## config.mk

```make
export PLATFORM = sky130hd
export DESIGN_NAME = bilinear_scan_ctrl
export DESIGN_NICKNAME = d
export VERILOG_FILES = /design/src/rtl/bilinear_scan_ctrl_pkg.sv /design/src/rtl/bilinear_scan_ctrl_tag_delay.sv /design/src/rtl/bilinear_scan_ctrl.sv
export SDC_FILE = /design/constraint.sdc
export NUM_CORES = 1
export LEC_CHECK = 0
export CORE_MARGIN = 3
export CORE_UTILIZATION = 50
export CTS_CLUSTER_SIZE = 14
export DETAILED_ROUTE_END_ITERATION = 16
export GPL_TIMING_DRIVEN = 0
export HOLD_SLACK_MARGIN = 0.05
export PLACE_DENSITY = 0.84
export SYNTH_ARGS = -nofsm -noshare
export SYNTH_HDL_FRONTEND = slang
export SYNTH_SLANG_ARGS = --single-unit
```

## constraint.sdc

```tcl
create_clock -name clk_i -period 4.5 [get_ports clk_i]
set_clock_uncertainty 0.05 [all_clocks]
set_input_delay 0.9 -clock clk_i [delete_from_list [all_inputs] [get_ports clk_i]]
set_output_delay 0.9 -clock clk_i [all_outputs]
set_load 0.005 [all_outputs]
```

## src/rtl/bilinear_scan_ctrl_pkg.sv

```systemverilog
// Shared definitions for the bilinear scan controller: FSM states, the
// per-beat tag layout and default widths matching cal_bilinear_srcxy.
package bilinear_scan_ctrl_pkg;

   localparam int DEF_INDEX_WIDTH  = 16;
   localparam int DEF_INT_WIDTH    = 8;
   localparam int DEF_FIX_WIDTH    = 12;
   localparam int DEF_CALC_LATENCY = 3;

   typedef enum logic [1:0] {
      ST_IDLE  = 2'd0,
      ST_RUN   = 2'd1,
      ST_DRAIN = 2'd2,
      ST_DONE  = 2'd3
   } state_e;

   // One tag travels alongside every issued coordinate.
   typedef struct packed {
      logic valid;
      logic sof;
      logic eol;
      logic eof;
   } tag_t;

   localparam int TAG_WIDTH = $bits(tag_t);

endpackage

```

## src/rtl/bilinear_scan_ctrl_tag_delay.sv

```systemverilog
// Fixed-depth delay line that re-times issue tags to the calculator output.
module bilinear_tag_delay #(
   parameter int DEPTH = 3,
   parameter int WIDTH = 4
) (
   input  logic             clk_i,
   input  logic             rst_ni,
   input  logic [WIDTH-1:0] din_i,
   output logic [WIDTH-1:0] dout_o
);

   logic [DEPTH-1:0][WIDTH-1:0] stage_d;
   logic [DEPTH-1:0][WIDTH-1:0] stage_q;

   // Shift by one stage per clock; stage 0 takes the newly issued tag.
   always_comb begin
      stage_d    = stage_q;
      stage_d[0] = din_i;
      for (int i = 1; i < DEPTH; i++) begin
         stage_d[i] = stage_q[i-1];
      end
   end

   // Clearing on reset drops every in-flight tag.
   always_ff @(posedge clk_i or negedge rst_ni) begin
      if (!rst_ni) stage_q <= '0;
      else         stage_q <= stage_d;
   end

   assign dout_o = stage_q[DEPTH-1];

endmodule

```

## src/rtl/bilinear_scan_ctrl.sv

```systemverilog
// Raster scan controller feeding destination coordinates to the bilinear
// source-coordinate calculator and re-aligning frame markers to its output.
module bilinear_scan_ctrl
   import bilinear_scan_ctrl_pkg::*;
#(
   parameter int INDEX_WIDTH  = DEF_INDEX_WIDTH,
   parameter int INT_WIDTH    = DEF_INT_WIDTH,
   parameter int FIX_WIDTH    = DEF_FIX_WIDTH,
   parameter int CALC_LATENCY = DEF_CALC_LATENCY
) (
   input  logic                           clk_i,
   input  logic                           rst_i,
   input  logic                           start_i,
   input  logic                           abort_i,
   input  logic [INDEX_WIDTH-1:0]         dest_width_i,
   input  logic [INDEX_WIDTH-1:0]         dest_height_i,
   input  logic [INT_WIDTH+FIX_WIDTH-1:0] scale_factorx_i,
   input  logic [INT_WIDTH+FIX_WIDTH-1:0] scale_factory_i,
   input  logic                           issue_ready_i,
   output logic [INDEX_WIDTH-1:0]         destx_o,
   output logic [INDEX_WIDTH-1:0]         desty_o,
   output logic [INT_WIDTH+FIX_WIDTH-1:0] scale_factorx_o,
   output logic [INT_WIDTH+FIX_WIDTH-1:0] scale_factory_o,
   output logic                           src_valid_o,
   output logic                           sof_o,
   output logic                           eol_o,
   output logic                           eof_o,
   output logic                           busy_o,
   output logic                           done_o,
   output logic                           cfg_err_o
);

   localparam int SF_W   = INT_WIDTH + FIX_WIDTH;
   localparam int DCNT_W = $clog2(CALC_LATENCY + 1);
   localparam logic [DCNT_W-1:0] DRAIN_LAST = DCNT_W'(CALC_LATENCY - 1);

   logic [1:0]             rst_sync_d, rst_sync_q;
   logic                   rst_n;
   state_e                 state_d, state_q;
   logic [INDEX_WIDTH-1:0] x_d, x_q, y_d, y_q;
   logic [INDEX_WIDTH-1:0] width_d, width_q, height_d, height_q;
   logic [SF_W-1:0]        sfx_d, sfx_q, sfy_d, sfy_q;
   logic [DCNT_W-1:0]      drain_d, drain_q;
   logic                   cfg_err_d, cfg_err_q;
   logic                   last_x, last_y;
   tag_t                   tag_in, tag_out;

   // Reset asserts asynchronously but releases only on a clock edge.
   always_comb begin
      rst_sync_d = {rst_sync_q[0], 1'b1};
   end

   // Two-flop reset release synchroniser.
   always_ff @(posedge clk_i or negedge rst_i) begin
      if (!rst_i) rst_sync_q <= '0;
      else        rst_sync_q <= rst_sync_d;
   end

   assign rst_n = rst_sync_q[1];

   // Next-state, counter advance and tag generation.
   always_comb begin
      state_d   = state_q;
      x_d       = x_q;
      y_d       = y_q;
      width_d   = width_q;
      height_d  = height_q;
      sfx_d     = sfx_q;
      sfy_d     = sfy_q;
      drain_d   = drain_q;
      cfg_err_d = 1'b0;
      tag_in    = '0;
      last_x    = (x_q == width_q - INDEX_WIDTH'(1));
      last_y    = (y_q == height_q - INDEX_WIDTH'(1));
      case (state_q)
         ST_IDLE: begin
            if (start_i) begin
               if ((dest_width_i != '0) && (dest_height_i != '0)) begin
                  width_d  = dest_width_i;
                  height_d = dest_height_i;
                  sfx_d    = scale_factorx_i;
                  sfy_d    = scale_factory_i;
                  x_d      = '0;
                  y_d      = '0;
                  state_d  = ST_RUN;
               end else begin
                  cfg_err_d = 1'b1;
               end
            end
         end
         ST_RUN: begin
            if (abort_i) begin
               state_d = ST_DRAIN;
               drain_d = '0;
            end else if (issue_ready_i) begin
               tag_in.valid = 1'b1;
               tag_in.sof   = (x_q == '0) && (y_q == '0);
               tag_in.eol   = last_x;
               tag_in.eof   = last_x && last_y;
               if (last_x) begin
                  x_d = '0;
                  if (last_y) begin
                     state_d = ST_DRAIN;
                     drain_d = '0;
                  end else begin
                     y_d = y_q + INDEX_WIDTH'(1);
                  end
               end else begin
                  x_d = x_q + INDEX_WIDTH'(1);
               end
            end
         end
         ST_DRAIN: begin
            // Wait out the calculator pipeline so the last tag emerges first.
            if (drain_q == DRAIN_LAST) state_d = ST_DONE;
            else                       drain_d = drain_q + DCNT_W'(1);
         end
         ST_DONE: begin
            state_d = ST_IDLE;
         end
         default: begin
            state_d = ST_IDLE;
         end
      endcase
   end

   // Controller state, counters and latched frame configuration.
   always_ff @(posedge clk_i or negedge rst_n) begin
      if (!rst_n) begin
         state_q   <= ST_IDLE;
         x_q       <= '0;
         y_q       <= '0;
         width_q   <= '0;
         height_q  <= '0;
         sfx_q     <= '0;
         sfy_q     <= '0;
         drain_q   <= '0;
         cfg_err_q <= 1'b0;
      end else begin
         state_q   <= state_d;
         x_q       <= x_d;
         y_q       <= y_d;
         width_q   <= width_d;
         height_q  <= height_d;
         sfx_q     <= sfx_d;
         sfy_q     <= sfy_d;
         drain_q   <= drain_d;
         cfg_err_q <= cfg_err_d;
      end
   end

   bilinear_tag_delay #(
      .DEPTH (CALC_LATENCY),
      .WIDTH (TAG_WIDTH)
   ) u_tag_delay (
      .clk_i  (clk_i),
      .rst_ni (rst_n),
      .din_i  (tag_in),
      .dout_o (tag_out)
   );

   assign destx_o         = x_q;
   assign desty_o         = y_q;
   assign scale_factorx_o = sfx_q;
   assign scale_factory_o = sfy_q;
   assign src_valid_o     = tag_out.valid;
   assign sof_o           = tag_out.sof;
   assign eol_o           = tag_out.eol;
   assign eof_o           = tag_out.eof;
   assign busy_o          = (state_q != ST_IDLE);
   assign done_o          = (state_q == ST_DONE);
   assign cfg_err_o       = cfg_err_q;

endmodule

```

==> Flow_metrics.wiki <==
{| class="wikitable"
! Metric !! Value
|-
| Required arrival time at the worst endpoint || 4.75 ns
|-
| Worst Max-Slew Pin Slew || 0.911 ns
|-
| Data arrival, critical path || 4.19 ns
|-
| Number of instances in the synthesized netlist || 590
|-
| Post-route clock period utilization || 87.6%
|-
| Finish-stage setup viols || 0
|-
| Post-detailed-placement half-perimeter wirelength || 12.5 mm
|-
| Share of async-settable or async-resettable flops after synthesis || 100%
|-
| Share of Yosys cell area claimed by the top area cell type || 47.9%
|-
| Floorplan die height || 119 um
|-
| Count of buffers inserted at the top-level ports || 155
|-
| Critical Setup Path Class || in2reg
|-
| Shortest clock period the worst path allows after layout || 3.94 ns
|-
| Area growth syn-to-layout || 36.6%
|-
| Wire length of the first global-routing pass || 28.2 mm
|-
| Setup Buffers After CTS || 0
|-
| Max Slew Vio Count || 0
|-
| Synth cell count leaders || sky130_fd_sc_hd__dfrtp_1, sky130_fd_sc_hd__mux2_2, sky130_fd_sc_hd__nand2_1, sky130_fd_sc_hd__nor2_1, sky130_fd_sc_hd__xnor2_1
|-
| Clk Latency, worst-skew pair || 0.41 ns
|-
| Post-placement cell area || 8220 um2
|-
| Quantity of hold-fixing buffers added after cts || 0
|-
| Std cell rows || 40
|-
| Number of diodes || 0
|-
| Core box area || 12,300 um2
|-
| Lkg Pwr || 3.63 nW
|-
| Power Dens Cells || 595 nW/um2
|-
| Post-synth top area cell || sky130_fd_sc_hd__dfrtp_1
|-
| Slew headroom || 39.3%
|-
| Global-route total usage across every layer || 24.8%
|-
| Iter 0 DRT Violations || 436
|-
| Net total in the final layout || 853
|-
| Total clock buffers created by CTS || 17
|-
| FF+latch count, synth || 123
|-
| Area of combinational cells with multiple inputs || 3160 um2
|-
| Die span in x || 119 um
|-
| Fraction of final layout cells with drive strength greater than 1 || 15.1%
|-
| Crit. End Element || flop
|-
| Global route total overflow || 0
|-
| ANT nets after route || 0
|-
| Ranking of synthesized cells by area || sky130_fd_sc_hd__dfrtp_1, sky130_fd_sc_hd__mux2_2, sky130_fd_sc_hd__xnor2_1, sky130_fd_sc_hd__xor2_1, sky130_fd_sc_hd__nor4_1
|-
| Status || complete, no violations
|-
| Final count of hold timing violations || 0
|-
| Unique cell type count in the Yosys netlist || 61
|-
| Finished layout cell area || 8780 um2
|-
| Maximum buffer depth of the clock tree || 2
|-
| Overall routed net length || 17.2 mm
|-
| H-Tree Level Count || 4
|-
| Critical path launch point type || input port
|-
| Maximum operating frequency || 0.254 GHz
|-
| Initial core utilization || 52.4%
|-
| Post-CTS clock slew at the launch and capture registers of the worst setup and hold paths || 0.05 ns
|-
| Via count of the first global-routing pass || 5,802
|-
| Dominant synthesized flop cell || sky130_fd_sc_hd__dfrtp_1
|-
| Area taken by flip-flops and latches || 3080 um2
|-
| Via-to-Cell Ratio || 5.86
|-
| Most common cell in the netlist || sky130_fd_sc_hd__dfrtp_1
|-
| Total of warnings raised by yosys || 0
|-
| Synthesized area per cell || 10.9 um2
|-
| Number of enable flip-flop cells after synthesis || 0
|-
| Number of max-cap violations || 0
|-
| Max rail drop VDD || 0.369 mV
|-
| Clock Root Buffer || sky130_fd_sc_hd__clkbuf_16
|-
| Die footprint || 14,200 um2
|-
| Fillers || 848
|-
| Placer's final routability congestion estimate || 0.945
|-
| Clk sinks || 123
|-
| Seq/Total Area, Yosys || 47.9%
|-
| Cell area after technology mapping || 6430 um2
|-
| Total iterations of the first detailed-routing run || 5
|-
| Number of cells upsized or downsized after cts || 0
|-
| Total vias in the final route || 5,531
|-
| RSZ-0062 raised after global routing || false
|-
| Path class of the lowest-slack min-delay path || reg2reg
|-
| Total I/O pin count || 156
|-
| Remaining DRCs || 0
|-
| Overall power after layout || 5.23 mW
|-
| Pin count of the biggest net entering global routing || 70
|-
| Number of antenna violations at the first check in global routing || 0
|-
| Total nets after synthesis || 678
|-
| Clock tree from TritonCTS || built
|-
| Routed length per instance || 18.2 um
|-
| Critical Path Fanout Max || 10
|}
## layer usage
metal  global-route usage [%]  wire [um]  up-vias
met1                     30.3       6710     2657
met5                        0          0        -
met3                     7.03       1450       69
met4                     14.2        667        0
li1                         -          -     2506
met2                     39.4       8360      299
## flip-flops by register name, indices dropped and copies added, names as in the netlist, 4 cells and up
signal / flops
scale_factorx_o: 20
scale_factory_o: 20
destx_o: 16
desty_o: 16
height_q: 16
width_q: 16
u_tag_delay.stage_d: 8
u_tag_delay.dout_o: 4
## final timing paths
kind | start | to | slack (ns) | depth (start not counted)
max | dest_height_i[1] | desty_o[11] | 0.56 | 10
min | u_tag_delay.stage_d[11] | u_tag_delay.dout_o[3] | 0.30 | 0
max reg2reg | width_q[0] | desty_o[11] | 0.75 | 11
min reg2reg | u_tag_delay.stage_d[11] | u_tag_delay.dout_o[3] | 0.30 | 0
max in group asynchronous | rst_sync_q[1] | destx_o[2] | 3.21 | 1
min in group asynchronous | rst_sync_q[1] | scale_factorx_o[10] | 0.43 | 0
## report_power, final
group          switching (mW)  total, mW  internal (mW)  leakage (nW)
registers               0.379       1.87           1.49          1.55
clock network           0.468       1.30          0.830         0.278
logic                   0.898       2.06           1.16          1.80
## stage by stage
stage	hold slack [ns]	std cells	TNS, ns	setup WS, ns	util (%)
floorplan	0.281	590	0	0.770	-
global placement	0.282	913	-45.97	-0.389	66.8
detailed placement	0.288	914	0	0.304	67.0
CTS	0.300	944	0	0.736	71.6
global route	0.313	944	0	0.449	71.6
finish	0.297	944	0	0.556	71.6
## cell families (layout without fill, tap and decap cells)
family | after synthesis | in the layout | synth area share (%)
and+or+nand+nor | 201 | 201 | 17.2
adders and majority gates | 11 | 11 | 2.14
muxes | 79 | 79 | 13.8
DFF | 123 | 123 | 47.9
xor gates and xnor gates | 52 | 52 | 7.09
AOI/OAI and AO/OA | 78 | 78 | 8.86
buffers and inverters | 45 | 231 | 2.94
other | 1 | 1 | 0.0584
## worst max-delay path, stage by stage
cell and delay (ns):
sky130_fd_sc_hd__clkdlybuf4s50_1 0.43, sky130_fd_sc_hd__nor4_1 0.47, sky130_fd_sc_hd__nand4_1 0.24, sky130_fd_sc_hd__a31o_2 0.30, sky130_fd_sc_hd__clkbuf_1 0.22, sky130_fd_sc_hd__and4_1 0.28
sky130_fd_sc_hd__a21oi_1 0.56, sky130_fd_sc_hd__clkbuf_1 0.43, sky130_fd_sc_hd__nor4_1 0.11, sky130_fd_sc_hd__a211o_1 0.25
## cell type report
cell class / count / area share, %
Inverter: 19 / 0.813
Timing Repair Buffer: 156 / 18.0
Clock inverter: 9 / 1.11
Clock buffer: 21 / 5.25
Buffer: 26 / 1.34
Tap cell: 168 / 2.39
Multi-Input combinational cell: 422 / 36.0
Sequential cell: 123 / 35.1
## cells in the final DEF, fill, tap and decap left out, types with 3 or more instances in the layout
| cell type | count |
|---|---|
| sky130_fd_sc_hd__dfrtp_1 | 122 |
| sky130_fd_sc_hd__or3_1 | 4 |
| sky130_fd_sc_hd__o211ai_1 | 9 |
| sky130_fd_sc_hd__a21oi_1 | 9 |
| sky130_fd_sc_hd__and2_1 | 7 |
| sky130_fd_sc_hd__xnor2_1 | 30 |
| sky130_fd_sc_hd__nand4_1 | 10 |
| sky130_fd_sc_hd__clkbuf_16 | 17 |
| sky130_fd_sc_hd__and4_1 | 3 |
| sky130_fd_sc_hd__or4_1 | 9 |
| sky130_fd_sc_hd__clkinv_2 | 6 |
| sky130_fd_sc_hd__o31ai_1 | 12 |
| sky130_fd_sc_hd__nand3_1 | 15 |
| sky130_fd_sc_hd__nand2_1 | 39 |
| sky130_fd_sc_hd__nor2_1 | 35 |
| sky130_fd_sc_hd__xor2_1 | 22 |
| sky130_fd_sc_hd__and3_1 | 17 |
| sky130_fd_sc_hd__mux2_2 | 74 |
| sky130_fd_sc_hd__o41ai_1 | 6 |
| sky130_fd_sc_hd__a22oi_1 | 5 |
| sky130_fd_sc_hd__inv_1 | 19 |
| sky130_fd_sc_hd__nor3_1 | 9 |
| sky130_fd_sc_hd__clkbuf_1 | 23 |
| sky130_fd_sc_hd__nand2b_1 | 10 |
| sky130_fd_sc_hd__nor4b_1 | 3 |
| sky130_fd_sc_hd__clkdlybuf4s50_1 | 155 |
| sky130_fd_sc_hd__o21ai_0 | 13 |
| sky130_fd_sc_hd__nor4_1 | 25 |
| sky130_fd_sc_hd__mux2i_1 | 4 |
| sky130_fd_sc_hd__ha_1 | 11 |
| sky130_fd_sc_hd__nand3b_1 | 4 |
(Power assumes the default switching activity.)
